===== config.mk =====
export PLATFORM = sky130hd
export DESIGN_NAME = tl_phase_scheduler_flat
export DESIGN_NICKNAME = d
export VERILOG_FILES = /design/src/rtl/tl_phase_scheduler_if.sv /design/src/rtl/tl_phase_scheduler.sv /design/src/flat_wrapper.sv
export SDC_FILE = /design/constraint.sdc
export NUM_CORES = 1
export LEC_CHECK = 0
export ABC_AREA = 1
export CORE_MARGIN = 1.5
export CORE_UTILIZATION = 25
export CTS_BUF_LIST = sky130_fd_sc_hd__clkbuf_8
export DETAILED_ROUTE_END_ITERATION = 12
export GPL_ROUTABILITY_DRIVEN = 0
export GPL_TIMING_DRIVEN = 0
export HOLD_SLACK_MARGIN = 0.06
export PLACE_DENSITY = 0.45
export SLEW_MARGIN = 25
export SYNTH_ARGS = -nofsm -noshare
export SYNTH_HDL_FRONTEND = slang
export SYNTH_SLANG_ARGS = --single-unit

===== constraint.sdc =====
create_clock -name clk -period 2 [get_ports clk]
set_input_delay 0.3 -clock clk [delete_from_list [all_inputs] [get_ports clk]]
set_output_delay 0.3 -clock clk [all_outputs]
set_load 0.005 [all_outputs]

===== src/rtl/tl_phase_scheduler_if.sv =====
// Sensor inputs and lamp/debug outputs of the actuated phase scheduler.
// The master side drives the sensors; the slave side is the scheduler.
interface tl_phase_scheduler_if;
    logic       car_farm;
    logic       car_left;
    logic       HGS;
    logic       HGL;
    logic       HGR;
    logic       HY;
    logic       HR;
    logic       FG;
    logic       FY;
    logic       FR;
    logic [2:0] phase;
    logic       farm_pend;
    logic       left_pend;

    modport master (
        output car_farm, car_left,
        input  HGS, HGL, HGR, HY, HR, FG, FY, FR, phase, farm_pend, left_pend
    );

    modport slave (
        input  car_farm, car_left,
        output HGS, HGL, HGR, HY, HR, FG, FY, FR, phase, farm_pend, left_pend
    );
endinterface


===== src/rtl/tl_phase_scheduler.sv =====
// Actuated highway/farm-road phase scheduler: latched requests, round-robin
// between left turn and farm road, timed green/yellow/clearance phases.
module tl_phase_scheduler #(
    parameter int T_MIN_GREEN = 8,
    parameter int T_LEFT      = 4,
    parameter int T_YEL       = 3,
    parameter int T_CLR       = 1,
    parameter int T_FARM_MIN  = 5,
    parameter int T_FARM_MAX  = 12,
    parameter int CW          = 4
) (
    input  logic                 clk,
    input  logic                 reset,
    tl_phase_scheduler_if.slave  bus
);
    typedef enum logic [2:0] {
        HWY_GO   = 3'd0,
        HWY_LEFT = 3'd1,
        HWY_YEL  = 3'd2,
        CLR1     = 3'd3,
        FARM_GO  = 3'd4,
        FARM_YEL = 3'd5,
        CLR2     = 3'd6
    } state_e;

    localparam logic [CW-1:0] MIN_GREEN_L = CW'(T_MIN_GREEN - 1);
    localparam logic [CW-1:0] LEFT_L      = CW'(T_LEFT - 1);
    localparam logic [CW-1:0] YEL_L       = CW'(T_YEL - 1);
    localparam logic [CW-1:0] CLR_L       = CW'(T_CLR - 1);
    localparam logic [CW-1:0] FARM_MIN_L  = CW'(T_FARM_MIN - 1);
    localparam logic [CW-1:0] FARM_MAX_L  = CW'(T_FARM_MAX - 1);

    state_e          state_q, state_d;
    logic [CW-1:0]   cnt_q, cnt_d;
    logic            farm_pend_q, farm_pend_d;
    logic            left_pend_q, left_pend_d;
    logic            last_grant_q, last_grant_d;
    logic            enter_farm, enter_left;

    always_comb begin
        state_d = state_q;
        unique case (state_q)
            HWY_GO: begin
                if (cnt_q >= MIN_GREEN_L && (farm_pend_q || left_pend_q)) begin
                    // Round-robin: left wins unless it was the last one served.
                    if (left_pend_q && (!farm_pend_q || last_grant_q))
                        state_d = HWY_LEFT;
                    else
                        state_d = HWY_YEL;
                end
            end
            HWY_LEFT: if (cnt_q == LEFT_L) state_d = farm_pend_q ? HWY_YEL : HWY_GO;
            HWY_YEL:  if (cnt_q == YEL_L)  state_d = CLR1;
            CLR1:     if (cnt_q == CLR_L)  state_d = FARM_GO;
            FARM_GO: begin
                if ((cnt_q >= FARM_MIN_L && !bus.car_farm) || cnt_q == FARM_MAX_L)
                    state_d = FARM_YEL;
            end
            FARM_YEL: if (cnt_q == YEL_L)  state_d = CLR2;
            CLR2:     if (cnt_q == CLR_L)  state_d = HWY_GO;
            default:  state_d = HWY_GO;
        endcase
    end

    assign enter_farm = (state_d == FARM_GO)  && (state_q != FARM_GO);
    assign enter_left = (state_d == HWY_LEFT) && (state_q != HWY_LEFT);

    always_comb begin
        cnt_d        = cnt_q + CW'(1);
        farm_pend_d  = farm_pend_q | (bus.car_farm & (state_q != FARM_GO));
        left_pend_d  = left_pend_q | (bus.car_left & (state_q != HWY_LEFT));
        last_grant_d = last_grant_q;
        if (state_d != state_q)
            cnt_d = '0;
        else if (state_q == HWY_GO && cnt_q == MIN_GREEN_L)
            cnt_d = cnt_q;
        if (enter_farm) begin
            farm_pend_d  = 1'b0;
            last_grant_d = 1'b1;
        end
        if (enter_left) begin
            left_pend_d  = 1'b0;
            last_grant_d = 1'b0;
        end
    end

    always_ff @(posedge clk or negedge reset) begin
        if (!reset) begin
            state_q      <= HWY_GO;
            cnt_q        <= '0;
            farm_pend_q  <= 1'b0;
            left_pend_q  <= 1'b0;
            last_grant_q <= 1'b0;
        end else begin
            state_q      <= state_d;
            cnt_q        <= cnt_d;
            farm_pend_q  <= farm_pend_d;
            left_pend_q  <= left_pend_d;
            last_grant_q <= last_grant_d;
        end
    end

    // Moore lamp decode, order {HGS,HGL,HGR,HY,HR,FG,FY,FR}.
    logic [7:0] lamps;
    always_comb begin
        lamps = 8'b0000_1001;
        unique case (state_q)
            HWY_GO:   lamps = 8'b1010_0001;
            HWY_LEFT: lamps = 8'b0110_0001;
            HWY_YEL:  lamps = 8'b0001_0001;
            CLR1:     lamps = 8'b0000_1001;
            FARM_GO:  lamps = 8'b0000_1100;
            FARM_YEL: lamps = 8'b0000_1010;
            CLR2:     lamps = 8'b0000_1001;
            default:  lamps = 8'b0000_1001;
        endcase
    end

    assign {bus.HGS, bus.HGL, bus.HGR, bus.HY, bus.HR, bus.FG, bus.FY, bus.FR} = lamps;
    assign bus.phase     = state_q;
    assign bus.farm_pend = farm_pend_q;
    assign bus.left_pend = left_pend_q;
endmodule


===== src/flat_wrapper.sv =====
// flat-port wrapper written by rule: the top's interface ports become plain ports
module tl_phase_scheduler_flat 
#(
    parameter int T_MIN_GREEN = 8,
    parameter int T_LEFT      = 4,
    parameter int T_YEL       = 3,
    parameter int T_CLR       = 1,
    parameter int T_FARM_MIN  = 5,
    parameter int T_FARM_MAX  = 12,
    parameter int CW          = 4
)
  (clk, reset, bus_car_farm, bus_car_left, bus_HGS, bus_HGL, bus_HGR, bus_HY, bus_HR, bus_FG, bus_FY, bus_FR, bus_phase, bus_farm_pend, bus_left_pend);
  tl_phase_scheduler_if bus_i ();
  input  logic clk;
  input  logic reset;
  input wire logic [$bits(bus_i.car_farm)-1:0] bus_car_farm;
  input wire logic [$bits(bus_i.car_left)-1:0] bus_car_left;
  output wire logic [$bits(bus_i.HGS)-1:0] bus_HGS;
  output wire logic [$bits(bus_i.HGL)-1:0] bus_HGL;
  output wire logic [$bits(bus_i.HGR)-1:0] bus_HGR;
  output wire logic [$bits(bus_i.HY)-1:0] bus_HY;
  output wire logic [$bits(bus_i.HR)-1:0] bus_HR;
  output wire logic [$bits(bus_i.FG)-1:0] bus_FG;
  output wire logic [$bits(bus_i.FY)-1:0] bus_FY;
  output wire logic [$bits(bus_i.FR)-1:0] bus_FR;
  output wire logic [$bits(bus_i.phase)-1:0] bus_phase;
  output wire logic [$bits(bus_i.farm_pend)-1:0] bus_farm_pend;
  output wire logic [$bits(bus_i.left_pend)-1:0] bus_left_pend;
  assign bus_i.car_farm = bus_car_farm;
  assign bus_i.car_left = bus_car_left;
  assign bus_HGS = bus_i.HGS;
  assign bus_HGL = bus_i.HGL;
  assign bus_HGR = bus_i.HGR;
  assign bus_HY = bus_i.HY;
  assign bus_HR = bus_i.HR;
  assign bus_FG = bus_i.FG;
  assign bus_FY = bus_i.FY;
  assign bus_FR = bus_i.FR;
  assign bus_phase = bus_i.phase;
  assign bus_farm_pend = bus_i.farm_pend;
  assign bus_left_pend = bus_i.left_pend;
  tl_phase_scheduler #(.T_MIN_GREEN(T_MIN_GREEN), .T_LEFT(T_LEFT), .T_YEL(T_YEL), .T_CLR(T_CLR), .T_FARM_MIN(T_FARM_MIN), .T_FARM_MAX(T_FARM_MAX), .CW(CW)) u_core (.clk(clk), .reset(reset), .bus(bus_i));
endmodule

* After elaboration in Yosys (flattened, before gate mapping)
Index checks and enable logic that the tools add are counted.
Word-level totals: flip-flop bits (word level) 10, bits in latches 0, bits in writable memories 0, ROM bits 0, output and inout bits 13, memories kept 0
Operators by class: add/sub/neg operators 1, $mul 0, divide/modulo/power cells 0, magnitude comparators 2, eq/ne operators 16, shifts and indexed selects 0, multiplexer cells 17, bitwise logic cells 4, reduce and logical (&&, ||, !) cells 14
Operators with widths (count):
- $pmux 8 s5 | 1
- $mux 3 | 7
- $pmux 3 s7 | 1
- $eq 3x3->1 const B | 4
- $eq 4x2->1 const B | 2
- $ge 4x3->1 const B | 2
- $mux 4 | 2
- $eq 3x1->1 const B | 2
- $eq 3x2->1 const B | 2
- $logic_and 1x1->1 | 6
- $add 4x1->4 const B | 1
- $eq 4x3->1 const B | 1
- $eq 4x4->1 const B | 1
- $logic_not 4->1 | 1
- $mux 1 | 4
- $mux 2 | 2
- $logic_not 3->1 | 1
- $logic_or 1x1->1 | 3
- $ne 3x1->1 const B | 1
- $ne 3x3->1 | 1
- $ne 3x3->1 const B | 1
- $and 1x1->1 | 2
- $logic_not 1->1 | 2
- $ne 2x1->1 const B | 1
- 2 further kinds | 3

* Logic depth before layout (Yosys ltp)
Gate-level depths: netlist of the first run.
depth in word-level cells 10, depth in mapped cells 11

* Worst setup path after synthesis of the first run
OpenSTA, ideal clock, no wires.
path type register to register, from register u_core.cnt_q[0], to register u_core.cnt_q[0], setup time 123 ps, data arrival time 1303 ps, required time 1877 ps, slack 574 ps, stages on the path, launching flop included 12, clock period less this slack 1426 ps, cells stage by stage dfrtp_1 ha_1 nand2_1 nand2_1 nand2_1 nand2_1 nand2_1 nand2_1 nand3_2 nand2_1 nand2_2 nor3_2
On the way: cells in the longest elaborated chain, start to end 7
RTL lines:
- from (decl) | RTL line tl_phase_scheduler.sv:34 | logic [CW-1:0] cnt_q, cnt_d;
- from (signal assigned) | RTL line tl_phase_scheduler.sv:96 | cnt_q <= cnt_d;
- $ge 4x3->1 | RTL line tl_phase_scheduler.sv:56 | if ((cnt_q >= FARM_MIN_L && !bus.car_farm) || cnt_q == FARM_MAX_L)
- $logic_and 1x1->1 | RTL line tl_phase_scheduler.sv:56
- $logic_or 1x1->1 | RTL line tl_phase_scheduler.sv:56
- $mux 3 | RTL line tl_phase_scheduler.sv:56
- $pmux 3 s7 * | RTL line tl_phase_scheduler.sv:42 | unique case (state_q)
- via u_core.state_d[0] | RTL line tl_phase_scheduler.sv:33 | state_e state_q, state_d;
- $ne 3x3->1 * | RTL line tl_phase_scheduler.sv:73 | if (state_d != state_q)
- $ne 2x1->1 (no line) / $mux 4 (equally long branches)
Mark *: on every way through the listed nets, which the timed path passes. The rest lies on a longest branch. The select of a mux whose other input is x is not followed. A chain may end at the register's enable or synchronous reset.

* Final worst setup path of the first run
from register u_core.state_q[0], in the netlist u_core.bus.phase[0], to output port bus_HY
On the way: cells in the longest elaborated chain, start to end 2
RTL lines:
- from (decl) | RTL line tl_phase_scheduler.sv:33
- from (signal assigned) | RTL line tl_phase_scheduler.sv:95 | state_q <= state_d;
- $eq 3x3->1, or another cell as far along | RTL line tl_phase_scheduler.sv:107 | unique case (state_q)
- $pmux 8 s5 * | RTL line tl_phase_scheduler.sv:107
- to (decl) | RTL line flat_wrapper.sv:21 | output wire logic [$bits(bus_i.HY)-1:0] bus_HY;
Mark *: on every way between the ends. The rest lies on a longest branch, timed or not.

==> reports/metrics.yaml, run 1 <==
run_status: "complete, no violations"
syn_area_sq_um: 801
synth_seq_cells: 10
synth_edf_count: 0
leakagePower_uw: 0.000516
syn_nets: 119
syn_inst: 111
synthFlopType: "dfrtp_1"
drtAntennaViolNets: 0
grt_max_degree: 11
grtUsageTotal_pct: 11.3
cts.path.max_buffers: 2
max-cap-violations: 0
synth_warnings: 0
required_ns: 1.70
start_util_pct: 26.2
power_uw: 1550
wl_per_cell_microns: 10.7
path_class: "flop to primary output"
rr_worst_depth: 11
ys_seq_area_share_pct: 31.3
cp_slowest_stage_delay_ns: 0.54
peakVddDrop_mv: 0.464
clk_latency_ns: 0.24
layout.nets: 140
coreArea_sq_um: 3050
ff2ff_setup_slack_ns: 0.40
hold_viol: 0
rows: 20
crit_arrival_ns: 1.61
placed_cells: 171
mostFrequentLayoutCell: "nand2_1"
numPortBuffers: 16
critical-path-top-delay-family: "buffers and inverters"
cts_root_buf: "clkbuf_8"
dp_hpwl_mm: 1.53
max_freq_mhz: 525
fillers: 344
placed_area_sq_um: 1020
crit_buf_inv: 2
cts_tree: "built"
numClockSinks: 10
diodes: 0
antenna_found_initial: 0
power_density_nw_per_um2: 1460
overflow: 0
grt_pass1_wl_mm: 2.90
route.vias.total: 724
drc_errors: 0
hold_buffers: 0
path_cells: "inv_2, nand2_2, nor2_2, clkdlybuf4s50_1"
layout_common_cells: "nand2_1 (27), clkdlybuf4s50_1 (16), inv_1 (15)"
worst_slew_pin_slew_ns: 0.504
h-tree-depth: 1
avgSynthCellArea_sq_um: 7.21
via_per_inst: 4.16
synth_cell_types: 19
maxSlewHeadroom_pct: 66.3
die_x_microns: 59.6
synth-async-reset-ratio_pct: 100
io_pins: 17
crit_path_start_kind: "flop"
cpMaxStageDelayCell: "clkdlybuf4s50_1"
cts_made_buffers: 3
areaGrowthSynthToFinish_pct: 32.3
post-route-period-util_pct: 95.3
fin_skew_ns: 0.00738
seq_area_sq_um: 250
multi_input_area_sq_um: 477
end_kind: "primary output"
hold_path_class: "primary input to async pin"
first_global_vias: 616
fin_setup_tns_ns: 0
slew_violations: 0
wl_mm: 1.87
die-area_sq_um: 3550
rr_endpoint: "u_core.cnt_q[3]"
instances_no_fill: 174
clk_pin_slew_ns: 0.05
layout-drive-gt1-share_pct: 24.6
cts.repair.resized: 0
detail_route.iter0.violations: 18
design_area_sq_um: 1060
setup_viol: 0
drt-pass1-iter-count: 3
cts_setup_buffers: 0
r2r_start: "u_core.cnt_q[0]"
cp_max_fo: 7
die_h_microns: 59.6
grt_setup_unrepaired: "false"
layout_min_cycle_time_ns: 1.91
hold_ws_ns: 0.401
## state kept, by name, indices dropped and copies added, names as in the netlist
signal                cells
u_core.bus.farm_pend      1
u_core.bus.left_pend      1
u_core.bus.phase          3
u_core.cnt_q              4
u_core.last_grant_q       1
## kinds of logic after synthesis
| group | Yosys count | share of synthesized area (%) |
|---|---|---|
| AND/OR/NAND/NOR | 67 | 45.9 |
| buffers and inverters | 20 | 9.53 |
| flip-flops | 10 | 31.3 |
| adder cells (fa/ha/maj) | 4 | 6.25 |
| AO/OA/AOI/OAI | 9 | 5.94 |
| XOR/XNOR | 1 | 1.09 |
## metal layers
metal | global-route usage (%) | vias up | wire, microns
met3 | 4.15 | 5 | 97
met2 | 17.0 | 16 | 864
li1 | - | 383 | -
met1 | 14.9 | 320 | 880
met4 | 3.81 | 0 | 23
met5 | 0 | - | 0
## worst register-to-register path: stages (launching register included)
cell     delay (ns)
dfrtp_1        0.42
ha_1           0.24
nand2_1        0.07
nand2_1        0.09
nand2_1        0.08
nand2_1        0.06
nand2_1        0.05
nand2_1        0.11
nand3_2        0.09
nand2_1        0.07
nand2_2        0.10
nor3_2         0.12
## worst max-delay path by stage
stage	slack [ns]	cells after the start	endpoint	startpoint
after floorplan	0.57	11	u_core.cnt_q[0]	u_core.cnt_q[0]
after global placement	0.27	4	bus_FG	u_core.bus.phase[0]
after global routing	0.008	4	bus_HY	u_core.bus.phase[0]
after detailed placement	0.30	4	bus_FG	u_core.bus.phase[0]
final	0.09	4	bus_HY	u_core.bus.phase[0]
after CTS	0.04	4	bus_FG	u_core.bus.phase[0]
## layout make-up
type / count / share of cell area [%]
Multi-Input combinational cell: 81 / 45.0
Sequential cell: 10 / 23.6
Timing Repair Buffer: 16 / 15.1
Inverter: 20 / 7.20
Tap cell: 44 / 5.19
Clock buffer: 3 / 3.90
## synthesized netlist by cell type (4+ instances only)
master   instances  area [sq um]
dfrtp_1         10           250
nor2_2           4          25.0
nand2_2          9          56.3
inv_1           15          56.3
inv_2            4          15.0
ha_1             4          50.1
nand3_1          8          40.0
nor3_2           4          40.0
nor2_4           4          45.0
a21oi_1          7          35.0
nor2_1           6          22.5
nand2_1         27           101
## power by group
part	internal, uW	total (uW)	leakage, uW	switching [uW]
Combinational	421	951	0.000368	530
Sequential	277	389	0.000126	112
Clock	132	208	0.0000216	76.3
## per-stage QoR
stage	worst slack (ns)	utilization (%)
2_1_floorplan	0.574	-
3_3_place_gp	0.269	33.3
3_5_place_dp	0.297	33.3
4_1_cts	0.0355	34.6
5_1_grt	0.00835	34.7
6_report	0.0948	34.7
Note: power is estimated with default switching activity, not from simulation.
==> run 2, diff against run 1 <==
Settings changed: CORE_MARGIN 1.5 to 4.
==> run 2 against run 1 <==
Against the previous run:
- hold slack improved by 0.0028 ns
- routed wire length increased by 1.3%
- sequential share of layout area is the same
- global-route usage fell by 1.2 points
- total power barely moved
- clock skew down 0.00069 ns
==> reports/metrics.yaml, run 2 (synthesis gave the netlist of run 1 again) <==
grtUsageTotal_pct: 10.0  # -1.2 points
mostFrequentLayoutCell: "nand2_1"
rows: 20  # unchanged
grt_pass1_wl_mm: 3.19  # +10%
route.vias.total: 722  # -0.28%
instances_no_fill: 174  # unchanged
drtAntennaViolNets: 0  # unchanged
first_global_vias: 696  # +13%
slew_violations: 0  # unchanged
setup_viol: 0  # unchanged
drc_errors: 0  # unchanged
fillers: 355  # +3.2%
peakVddDrop_mv: 0.411  # -11%
areaGrowthSynthToFinish_pct: 32.3  # unchanged
placed_cells: 171  # unchanged
largest_reg_flops: 4  # unchanged
layout_min_cycle_time_ns: 1.90  # -0.000867 ns
run_status: "complete, no violations"
layout-drive-gt1-share_pct: 24.6  # unchanged
antenna_found_initial: 0  # unchanged
crit_arrival_ns: 1.60  # about the same
drt-pass1-iter-count: 4  # +1
clk_latency_ns: 0.24  # about the same
cts_made_buffers: 3  # unchanged
grt_max_degree: 11  # unchanged
end_kind: "primary output"
top_register: "u_core.cnt_q"
fin_util_pct: 34.7  # unchanged
power_density_nw_per_um2: 1460  # about the same
die_x_microns: 64.6  # +8.4%
hold_path_class: "primary input to async pin"
hold_viol: 0  # unchanged
wl_per_cell_microns: 10.9  # +1.3%
path_class: "flop to primary output"
start_util_pct: 26.2  # unchanged
dp_hpwl_mm: 1.54  # +0.61%
cts_root_buf: "clkbuf_8"
coreArea_sq_um: 3050  # unchanged
leakagePower_uw: 0.000516  # unchanged
worst_slew_pin_slew_ns: 0.509  # +0.00543 ns
cts_tree: "built"
hold_ws_ns: 0.404  # +0.00281 ns
clk_pin_slew_ns: 0.05  # about the same
h-tree-depth: 1  # unchanged
layout.nets: 140  # unchanged
via_per_inst: 4.15  # -0.28%
die_h_microns: 64.6  # +8.4%
cts.path.max_buffers: 2  # unchanged
required_ns: 1.70  # about the same
wl_mm: 1.89  # +1.3%
power_uw: 1550  # about the same
diodes: 0  # unchanged
hold_buffers: 0  # unchanged
maxSlewHeadroom_pct: 66.0  # -0.36 points
crit_path_start_kind: "flop"
cp_max_fo: 7  # unchanged
detail_route.iter0.violations: 20  # +2
max-cap-violations: 0  # unchanged
die-area_sq_um: 4170  # +17%
fin_setup_tns_ns: 0  # unchanged
fin_skew_ns: 0.00669  # -0.000691 ns
overflow: 0  # unchanged
io_pins: 17  # unchanged
post-route-period-util_pct: 95.2  # about the same
layout_common_cells: "nand2_1 (27), clkdlybuf4s50_1 (16), inv_1 (15)"
max_freq_mhz: 525  # about the same
grt_setup_unrepaired: "false"
numClockSinks: 10  # unchanged
numPortBuffers: 16  # unchanged
==> run 2: cell counts in the layout (fill, tap and decap cells not counted) <==
Identical to the previous run, type by type.
==> run 2: timing repair <==
item | in CTS | in global routing
setup endpoints to repair | 0 | 1
resized for setup | 0 | 1
buffers inserted | 0 | 0
==> run 2: layout make-up <==
| cell class | instances | area (sq um) | share of cell area [%] |
|---|---|---|---|
| Sequential cell | 10 | 250 | 23.6 |
| Clock buffer | 3 | 41.3 | 3.90 |
| Multi-Input combinational cell | 81 | 477 | 45.0 |
| Timing Repair Buffer | 16 | 160 | 15.1 |
| Tap cell | 44 | 55.1 | 5.19 |
| Inverter | 20 | 76.3 | 7.20 |
==> run 2: through the flow <==
stage / setup slack (ns) / cell area [sq um]
global placement: 0.267 / 1020
finish: 0.0957 / 1060
floorplan: 0.574 / 801
detailed placement: 0.280 / 1020
global route: 0.0202 / 1060
CTS: 0.0149 / 1060
==> run 2: worst paths after layout <==
path / to / start / cells after the start / slack (ns)
setup / recovery: bus_HGR / u_core.bus.phase[2] / 4 / 0.1
hold / removal: u_core.bus.phase[1] / reset / 1 / 0.40
setup reg to reg: u_core.cnt_q[3] / u_core.cnt_q[0] / 10 / 0.40
hold reg to reg: u_core.last_grant_q / u_core.last_grant_q / 2 / 0.54
max in group asynchronous: u_core.bus.farm_pend / reset / 1 / 1.25
min in group clk: u_core.last_grant_q / u_core.last_grant_q / 2 / 0.54
==> run 2: per-layer routing <==
layer,track usage (%),vias to the layer above,wire length [microns]
li1,-,387,-
met1,12.1,314,884
met2,16.2,17,839
met3,4.16,4,145
met4,3.17,0,20
met5,0,-,0
==> run 2: where the power goes <==
| part | internal, uW | total, uW | switching [uW] |
|---|---|---|---|
| clock | 132 | 208 | 76.5 |
| sequential | 277 | 385 | 108 |
| combinational | 422 | 955 | 534 |
==> run 2: worst max-delay path, cell delays in order (launching register included) <==
cell             delay, ns
dfrtp_1               0.45
inv_2                 0.16
nand3_2               0.14
nand2_1               0.10
clkdlybuf4s50_1       0.51
==> run 3, diff against run 2 <==
Settings changed: GPL_ROUTABILITY_DRIVEN 0 to default.
Clock period 2 ns to 2.2 ns, I/O delays scaled along.
==> run 3 against run 2 <==
Against the previous run:
- die area unchanged
- clock power decreased by 9%
- via count increased by 0.28%
- critical path type unchanged
- core utilization decreased by 0.082 points
- largest cell class unchanged
- sequential cell count unchanged
- critical endpoint is now bus_FG
- setup slack improved by 0.13 ns
- total power decreased by 9.4%
==> reports/metrics.yaml, run 3 (synthesis gave the netlist of run 1 again) <==
run_status: "complete, no violations"
grt_pass1_wl_mm: 3.19  # unchanged
crit_buf_inv: 2  # unchanged
fin_skew_ns: 0.00675  # +0.0000662 ns
cpMaxStageDelayCell: "clkdlybuf4s50_1"
route.vias.total: 724  # +0.28%
wl_per_cell_microns: 11.0  # +1.1%
clk_latency_ns: 0.24  # about the same
numClockSinks: 10  # unchanged
overflow: 0  # unchanged
wl_mm: 1.91  # +1.1%
setup_viol: 0  # unchanged
hold_ws_ns: 0.434  # +0.0303 ns
cts_made_buffers: 3  # unchanged
rows: 20  # unchanged
drt-pass1-iter-count: 4  # unchanged
io_pins: 17  # unchanged
dp_hpwl_mm: 1.54  # unchanged
layout_min_cycle_time_ns: 1.98
mostFrequentLayoutCell: "nand2_1"
die_x_microns: 64.6  # unchanged
required_ns: 1.87  # +0.17 ns
numPortBuffers: 16  # unchanged
max_freq_mhz: 506
layout-drive-gt1-share_pct: 23.8  # -0.77 points
maxSlewHeadroom_pct: 65.9  # about the same
cp_max_fo: 7  # unchanged
layout_common_cells: "nand2_1 (27), clkdlybuf4s50_1 (16), inv_1 (15)"
die_h_microns: 64.6  # unchanged
end_kind: "primary output"
path_class: "flop to primary output"
grtUsageTotal_pct: 10.0  # unchanged
antenna_found_initial: 0  # unchanged
max-cap-violations: 0  # unchanged
r2r_start: "u_core.cnt_q[0]"
worst_slew_pin_slew_ns: 0.509  # +0.000445 ns
post-route-period-util_pct: 89.8
globalplace.congestion: 0.812
first_global_vias: 696  # unchanged
start_util_pct: 26.2  # unchanged
placed_area_sq_um: 1020  # unchanged
cts_setup_buffers: 0  # unchanged
layout.nets: 140  # unchanged
critical-path-top-delay-family: "buffers and inverters"
cts.path.max_buffers: 2  # unchanged
peakVddDrop_mv: 0.374  # -9.0%
cts.repair.resized: 0  # unchanged
cts_tree: "built"
design_area_sq_um: 1060  # -0.24%
cp_slowest_stage_delay_ns: 0.54  # +0.03 ns
hold_viol: 0  # unchanged
crit_path_start_kind: "flop"
path_cells: "inv_2, nand2_2, nor2_1, clkdlybuf4s50_1"
via_per_inst: 4.16  # +0.28%
grt_setup_unrepaired: "false"
drc_errors: 0  # unchanged
fin_setup_tns_ns: 0  # unchanged
areaGrowthSynthToFinish_pct: 32.0
leakagePower_uw: 0.000516  # about the same
crit_arrival_ns: 1.65  # +0.05 ns
power_density_nw_per_um2: 1330  # -9.2%
detail_route.iter0.violations: 19  # -5.0%
die-area_sq_um: 4170  # unchanged
fillers: 356  # +0.28%
cts_root_buf: "clkbuf_8"
top_register: "u_core.cnt_q"
hold_buffers: 0  # unchanged
grt_max_degree: 11  # unchanged
coreArea_sq_um: 3050  # unchanged
diodes: 0  # unchanged
hold_path_class: "primary input to async pin"
clk_pin_slew_ns: 0.05  # about the same
slew_violations: 0  # unchanged
critPathLaunch: "u_core.bus.phase[0]"
h-tree-depth: 1  # unchanged
largest_reg_flops: 4  # unchanged
drtAntennaViolNets: 0  # unchanged
run 3: cell counts in the layout (fill, tap and decap cells not counted):
No cell type changed its count.
run 3: final timing paths:
path	cells after the start	slack, ns	to
worst min-delay path	1	0.43	u_core.bus.phase[1]
max in group asynchronous	1	1.42	u_core.bus.farm_pend
worst max-delay path	4	0.22	bus_FG
min in group clk	2	0.54	u_core.last_grant_q
worst min register to register	2	0.54	u_core.last_grant_q
worst max register to register	10	0.60	u_core.cnt_q[3]
run 3: power breakdown:
group / internal (uW) / leakage (uW) / switching (uW)
Combinational: 382 / 0.000368 / 481
Sequential: 252 / 0.000126 / 99.5
Clock: 120 / 0.0000216 / 69.5
Total: 754 / 0.000516 / 650
run 3: layout make-up:
class	instances	area [sq um]	share of cell area (%)
Tap cell	44	55.1	5.21
Timing Repair Buffer	16	160	15.1
Clock buffer	3	41.3	3.91
Multi-Input combinational cell	81	474	44.9
Sequential cell	10	250	23.7
Inverter	20	76.3	7.22
run 3: routing by layer:
metal	global-route usage, %	up-vias	routed length (microns)
li1	-	384	-
met2	16.2	17	849
met5	0	-	0
met1	12.1	319	898
met3	4.16	4	143
met4	3.17	0	20
run 3: worst reg2reg max path, stage by stage (launching register included):
cell and delay (ns):
dfrtp_1 0.43, ha_1 0.27, nand2_1 0.08, nand2_1 0.07, nand2_1 0.10, nor2_2 0.06
nor2_4 0.11, nand2_2 0.07, nand2_1 0.07, nand2_2 0.10, nor3_2 0.16
run 3: through the flow:
step | std cells | worst slack [ns] | utilization, % | total power (uW)
6_report | 174 | 0.225 | 34.6 | 1400
3_5_place_dp | 171 | 0.450 | 33.3 | 1230
5_1_grt | 174 | 0.133 | 34.6 | 1540
4_1_cts | 174 | 0.185 | 34.6 | 1430
2_1_floorplan | 111 | 0.774 | - | 884
3_3_place_gp | 171 | 0.437 | 33.3 | 1230
